$ cat src/rtl/game_countdown_timer.sv
// 4-digit BCD countdown with bonus add, pause and expiry; all outputs registered, one-cycle latency.
// No backpressure: every tick/pulse is acted on in the cycle it arrives (a decrement that collides with an add is deferred one cycle).
module game_countdown_timer #(
  parameter logic [15:0] INIT_TIME  = 16'h0060,
  parameter logic [15:0] LOW_THRESH = 16'h0010
) (
  input  logic            i_clk,
  input  logic            i_reset,
  input  logic            i_start,
  input  logic            i_pause,
  input  logic            i_one_sec,
  input  logic            i_add_time,
  input  logic [3:0][3:0] i_time_to_add,
  output logic [3:0][3:0] o_timer_digit,
  output logic            o_running,
  output logic            o_low_time,
  output logic            o_time_up,
  output logic            o_time_up_pulse
);

  typedef enum logic [1:0] {S_IDLE, S_RUNNING, S_PAUSED, S_EXPIRED} state_t;

  state_t      r_state;
  logic [15:0] r_value;
  logic        r_pending;
  logic [15:0] w_add;
  logic [15:0] w_dec;

  // Addend digits above 9 are clamped; a carry out of the thousands digit saturates.
  function automatic logic [15:0] bcd_add_sat(input logic [15:0] a, input logic [15:0] b);
    logic [15:0] sum;
    logic        carry;
    logic [3:0]  bd;
    logic [4:0]  d;
    sum   = '0;
    carry = 1'b0;
    for (int i = 0; i < 4; i++) begin
      bd = (b[i*4 +: 4] > 4'd9) ? 4'd9 : b[i*4 +: 4];
      d  = {1'b0, a[i*4 +: 4]} + {1'b0, bd} + {4'b0, carry};
      if (d > 5'd9) begin
        sum[i*4 +: 4] = 4'(d - 5'd10);
        carry         = 1'b1;
      end else begin
        sum[i*4 +: 4] = d[3:0];
        carry         = 1'b0;
      end
    end
    return carry ? 16'h9999 : sum;
  endfunction

  function automatic logic [15:0] bcd_dec(input logic [15:0] a);
    logic [15:0] res;
    logic        borrow;
    res    = a;
    borrow = 1'b1;
    for (int i = 0; i < 4; i++) begin
      if (borrow) begin
        if (a[i*4 +: 4] == 4'd0) begin
          res[i*4 +: 4] = 4'd9;
        end else begin
          res[i*4 +: 4] = a[i*4 +: 4] - 4'd1;
          borrow        = 1'b0;
        end
      end
    end
    return res;
  endfunction

  assign w_add         = bcd_add_sat(r_value, i_time_to_add);
  assign w_dec         = bcd_dec(r_value);
  assign o_timer_digit = r_value;

  always_ff @(posedge i_clk) begin
    if (i_reset) begin
      r_state         <= S_IDLE;
      r_value         <= 16'h0000;
      r_pending       <= 1'b0;
      o_running       <= 1'b0;
      o_low_time      <= 1'b0;
      o_time_up       <= 1'b0;
      o_time_up_pulse <= 1'b0;
    end else begin
      o_time_up_pulse <= 1'b0;
      if (i_start) begin
        r_state    <= S_RUNNING;
        r_value    <= INIT_TIME;
        r_pending  <= 1'b0;
        o_running  <= 1'b1;
        o_time_up  <= 1'b0;
        o_low_time <= (INIT_TIME < LOW_THRESH);
      end else begin
        case (r_state)
          S_RUNNING: begin
            if (i_add_time) begin
              // Add wins this cycle; any tick is remembered and applied next cycle.
              r_value    <= w_add;
              o_low_time <= (w_add < LOW_THRESH);
              r_pending  <= (i_one_sec | r_pending) & ~i_pause;
              if (i_pause) r_state <= S_PAUSED;
            end else if (i_pause) begin
              r_state   <= S_PAUSED;
              r_pending <= 1'b0;
            end else if (i_one_sec || r_pending) begin
              r_pending <= 1'b0;
              if (r_value == 16'h0001) begin
                r_state         <= S_EXPIRED;
                r_value         <= 16'h0000;
                o_running       <= 1'b0;
                o_low_time      <= 1'b0;
                o_time_up       <= 1'b1;
                o_time_up_pulse <= 1'b1;
              end else begin
                r_value    <= w_dec;
                o_low_time <= (w_dec < LOW_THRESH);
              end
            end
          end
          S_PAUSED: begin
            if (i_add_time) begin
              r_value    <= w_add;
              o_low_time <= (w_add < LOW_THRESH);
            end
            if (!i_pause) r_state <= S_RUNNING;
          end
          default: begin
          end
        endcase
      end
    end
  end

endmodule
$ cat config.mk
export PLATFORM = sky130hd
export DESIGN_NAME = game_countdown_timer
export DESIGN_NICKNAME = d
export VERILOG_FILES = /design/src/rtl/game_countdown_timer.sv
export SDC_FILE = /design/constraint.sdc
export NUM_CORES = 1
export LEC_CHECK = 0
export ABC_AREA = 1
export CORE_MARGIN = 2
export CORE_UTILIZATION = 39
export CTS_CLUSTER_DIAMETER = 60
export CTS_CLUSTER_SIZE = 30
export DETAILED_ROUTE_END_ITERATION = 6
export SLEW_MARGIN = 5
export SYNTH_ARGS = -nofsm -noshare
export SYNTH_HDL_FRONTEND = slang
export SYNTH_SLANG_ARGS = --single-unit
$ cat constraint.sdc
create_clock -name i_clk -period 11.2 [get_ports i_clk]
set_input_delay 2.8 -clock i_clk [delete_from_list [all_inputs] [get_ports i_clk]]
set_output_delay 2.8 -clock i_clk [all_outputs]
set_load 0.05 [all_outputs]
-- Yosys cells after proc, flatten, opt, wreduce, memory -nomap -nowiden
Cells that the tools add are included.
- bits in registers: 23
- bits in latches: 0
- memory bits (writable): 0
- memory bits (read-only): 0
- output and inout port bits: 20
- word-level logic and storage cells: 135
- memories kept: 0
- add/sub/neg operators: 15
- multipliers: 0
- div/mod/pow operators: 0
- order comparisons: 10
- equality and inequality tests: 19
- shift operators: 0
- mux-type cells: 56
- bitwise operators: 6
- reductions and logical operators: 20
- operators with widths (operator ; number):
    16-bit 2-to-1 mux ; 6
    4-bit 2-to-1 mux ; 15
    16-bit by 5-bit less-than comparator with 1-bit output, second input constant ; 2
    16-bit case mux with 2 select lines ; 1
    1-bit 2-to-1 mux ; 25
    3-bit != test, second input constant ; 7
    4-bit by 4-bit adder with 5-bit output ; 4
    5-bit by 4-bit greater-than comparator with 1-bit output, second input constant ; 4
    4-bit != test, second input constant ; 5
    5-bit AND reduction ; 4
    16-bit by 1-bit equality test with 1-bit output, second input constant ; 1
    4-bit greater-than comparator, second input constant ; 4
    4-bit logical NOT ; 4
    4-bit by 1-bit subtractor with 4-bit output, second input constant ; 4
    4-bit subtractor, second input constant ; 4
    5-bit by 1-bit adder with 5-bit output ; 3
    2-bit 2-to-1 mux ; 6
    2-bit != test, second input constant ; 4
    4-bit AND reduction ; 2
    2-bit nonzero test ; 4
    7-bit 2-to-1 mux ; 1
    3-bit nonzero test ; 2
    6-bit OR reduction ; 1
    1-bit inverter ; 4
    other kinds (9) ; 9

-- Logic depth before layout (Yosys ltp)
- depth after elaboration: 18
- mapped depth: 42
- gate-level depth less buffers: 42

-- Worst setup path before layout
No wires, ideal clock.
- path kind: input -> register
- from: in i_time_to_add[1] in the netlist's numbering
- to: reg r_value[11], in the netlist o_timer_digit[11]
- arrival time: 8.659 ns
- required time: 11.082 ns
- path slack: 2.423 ns
- stages on the path: 37
- buffers on the path: 0
- cell sequence: o21ai_0 -> nand2_1 -> ha_1 -> inv_1 -> fa_1 -> inv_1 -> nor2_1 -> or2_1 -> nand2_1 -> fa_1 -> inv_1 -> fa_1 -> ha_1 -> inv_1 -> a21oi_1 -> a21oi_1 -> nand2_1 -> nand2_1 -> inv_1 -> fa_1 -> inv_1 -> fa_1 -> inv_1 -> nand3_1 -> nand3_2 -> nand2_1 -> fa_1 -> fa_1 -> a21o_1 -> a21oi_1 -> nand2_1 -> inv_2 -> nand2_2 -> a21oi_1 -> nor2_1 -> nor2_1 -> nor2_1
- word-level cells in the longest chain between the ends: 17
- elaborated cells on any way between the ends: 20
- those cells by class: 5 x add/sub; 5 x order compare; 10 x mux
- RTL lines (element ; RTL line ; RTL):
    start: declaration ; 13 ; input logic [3:0][3:0] i_time_to_add,
    4-bit greater-than comparator ; 38 ; bd = (b[i*4 +: 4] > 4'd9) ? 4'd9 : b[i*4 +: 4];
    4-bit 2-to-1 mux (*) ; 38 ;
    4-bit by 4-bit adder with 5-bit output (*) ; 39 ; d = {1'b0, a[i*4 +: 4]} + {1'b0, bd} + {4'b0, carry};
    5-bit by 4-bit greater-than comparator with 1-bit output (*) ; 40 ; if (d > 5'd9) begin
    1-bit 2-to-1 mux (*) ; 40 ;
    5-bit by 1-bit adder with 5-bit output (*) ; 39 ;
    5-bit by 4-bit greater-than comparator with 1-bit output (*) ; 40 ;
    1-bit 2-to-1 mux (*) ; 40 ;
    5-bit by 1-bit adder with 5-bit output (*) ; 39 ;
    5-bit by 4-bit greater-than comparator with 1-bit output ; 40 ;
    1-bit 2-to-1 mux ; 40 ;
    5-bit by 1-bit adder with 5-bit output ; 39 ;
    5-bit by 4-bit greater-than comparator with 1-bit output ; 40 ;
    1-bit 2-to-1 mux ; 40 ;
    16-bit 2-to-1 mux (*) ; 48 ; return carry ? 16'h9999 : sum;
    16-bit 2-to-1 mux, on equally long branches ; 119, 94 ;
    16-bit case mux with 2 select lines (*) ; 92 ; case (r_state)
    end signal: assignment ; 96 ; r_value <= w_add;
    end signal: assignment ; 113 ; r_value <= w_dec;
    end signal: assignment ; 120 ; r_value <= w_add;
    end: declaration ; 24 ; logic [15:0] r_value;
Every way passes the cells marked *; elsewhere a longest branch is shown, timed or not. The select of a mux whose other input is x is not followed.
A chain may end at the register's enable or synchronous reset.

-- Worst setup path after layout
- from: in i_time_to_add[3] in the netlist's numbering
- to: reg r_value[11], in the netlist o_timer_digit[11]
The elaborated chain is that of the path after synthesis.

==> run metrics <==
status completed; Clock Latency Late Sink roughly 0.27 ns; skew final 0.00194 ns; CTS clk-pin slew, worst paths ~0.09 ns; IO Count between 40 and 50; RSZ-0062 raised after global routing no; FF-to-FF End o_timer_digit[11]; die area about 7000 um^2; HPWL Detailed 5.27 mm; gr ovfl total 0; pwr/cell area between 100 and 150 nW/um^2; crit path DAT slightly below 10 ns; CTS tree built; GP Congestion about 0.86; Avg Synthesized Cell Area slightly above 6 um^2; post-route insts no fill between 500 and 600; via count approximately 2,700; initial core utilization about two fifths; Most used DFF post-synth dfxtp_1; commonest non-fill, non-tap cell in the layout nand2_1; met1 WL roughly 3.2 mm; core box area between 6000 and 7000 um^2; Final #Nets 501; dpl cell area a little over 3000 um^2; die width 84.8 um; PortBufs 41; worst slew pin tran 1.04 ns; gr usage total 18.7%; Final Hold Fails 0; post-route ant nets 0; fin crit period just under 10 ns; fin area slightly above 3000 um^2; clock root buffer clkbuf_8; Worst Hold End o_running; number of vias per cell approximately 5.0; most used cell, CP nand2_1; R2R cell count 38; CTS resizes 0; synthesized instance count 413; Yosys cell types 36; Area Overhead vs Synth 20.6%; Post-route DRC 0; Routed WL per cell 12.6 um; Post-synth EDFFs 0; hold crit path type reg2reg; share of cells above drive strength 1 under 10%; met3 wire length around 220 um; Max stage delay on crit path ~0.52 ns; synthesized area roughly 2500 um^2; Max FO, Critical Path 8; final setup violation count 0; Routed WL around 6.7 mm; TNS Setup 0 ns; uppermost layer routed met4; most frequent cells in the layout nand2_1, inv_1, nor2_1; Setup Buffers After CTS 0; Post-CTS Hold Buffers 0; Yosys warnings 0; Seq/Total Area, Yosys between 10% and 20%; WHS Path Cells 2; TritonCTS Buffers 3; WL met2 3.19 mm; clk sinks 23; Pleak about 0.0015 uW; Slowest cell on crit path clkdlybuf4s50_1; ys async rst share 0%; min-delay src o_running; dpl cells roughly 530; drt initial violations 120; final design utilization between 40% and 50%; worst path required time 11.37 ns; maxcap violations 0; first-pass GRT wire length 11.2 mm; CTS HTree Levels 1; FF-to-FF Start o_timer_digit[0]; ANT cells 0; top cell type's share of synthesized area roughly 18%; initial antenna violation count 0; vias in the first global route 2,494; fmax just over 0.1 GHz; drt pass-1 iters 4; Chip Height about 85 um; Yosys top cell by area dfxtp_1; CP Launch Type input port; Net Count, Synth 461; critical path class in2reg; Worst Setup End Kind flip-flop; largest net degree at the start of global routing 19; top cells by area, synth dfxtp_1, nand2_1, inv_1; Max IR drop VDD 48.1 uV; maximum clock path buffer count 2; Seq cells post-synth 23; Rows 29; Reg2Reg Setup Slack approximately 4.1 ns; Slew Viols, Final 0; Final period util slightly below 90%; relative slew slack a little under a third
[sequential cells by signal (all words and copies together), names as in the netlist]
name,cells
o_time_up,1
o_time_up_pulse,1
r_pending,1
r_state,2
o_timer_digit,16
o_low_time,1
o_running,1
[stage by stage]
step | power (uW) | worst slack, ns | hold WS (ns)
6_report | 381 | 1.43 | 0.477
5_1_grt | 417 | 0.759 | 0.499
4_1_cts | 381 | 1.44 | 0.484
3_5_place_dp | 327 | 1.17 | 0.468
3_3_place_gp | 326 | 1.33 | 0.444
2_1_floorplan | 271 | 2.42 | 0.477
[synthesized netlist by cell type, drive strengths merged (3+ instances only)]
| master | count |
|---|---|
| a31oi | 3 |
| nand3 | 33 |
| nand2 | 86 |
| nor2 | 54 |
| dfxtp | 23 |
| nor3 | 4 |
| xnor2 | 4 |
| a21oi | 39 |
| clkbuf | 4 |
| nand4 | 7 |
| or2 | 4 |
| inv | 72 |
| fa | 7 |
| o21ai | 40 |
| xor2 | 3 |
| ha | 19 |
[power by group]
part	switching (uW)	internal [uW]	leakage, uW
clock	28.8	24.9	0.0000255
combinational	148	82.2	0.00131
sequential	9.80	87.4	0.000188
total	186	195	0.00153
[worst max-delay path by stage]
stage / slack [ns] / endpoint / depth (start not counted) / start
6_report: 1.43 / o_timer_digit[11] / 41 / i_time_to_add[3]
5_1_grt: 0.76 / o_timer_digit[1] / 40 / i_time_to_add[3]
4_1_cts: 1.44 / o_timer_digit[11] / 39 / i_time_to_add[3]
3_5_place_dp: 1.17 / o_timer_digit[11] / 39 / i_time_to_add[3]
3_3_place_gp: 1.33 / o_timer_digit[14] / 37 / i_time_to_add[3]
2_1_floorplan: 2.42 / o_timer_digit[11] / 37 / i_time_to_add[1]
[metal layers]
metal	vias up	global-route usage [%]
met5	-	0
met4	0	3.46
met1	1183	24.8
met2	47	33.4
li1	1416	-
met3	4	1.67
[worst max-delay path: cells and delay by family]
kind | cells | cell delay, ns
fa+ha+maj | 9 | 3.08
buf+inv | 8 | 1.15
xor+xnor | 2 | 0.50
compound gates | 4 | 0.40
simple gates | 18 | 2.01
[cells by family (layout without fill, tap and decap cells)]
logic type / count (synthesis) / count (layout) / share of synthesized area [%]
DFF: 23 / 23 / 18.1
AOI/OAI and AO/OA: 89 / 89 / 18.7
xor gates and xnor gates: 7 / 7 / 2.41
adders and majority gates: 26 / 26 / 14.8
buffers and inverters: 79 / 118 / 12.0
muxes: 1 / 1 / 0.393
and+or+nand+nor: 188 / 188 / 33.5
[cell type report]
type / count / area (um^2)
clock buffer: 3 / 41.3
clock inverter: 1 / 5.00
fill: 670 / 3240
inverter: 73 / 279
multi-input combinational: 311 / 1780
sequential: 23 / 460
tap: 77 / 96.3
timing repair buffer: 41 / 410
Power figures use the tool's default switching activity.
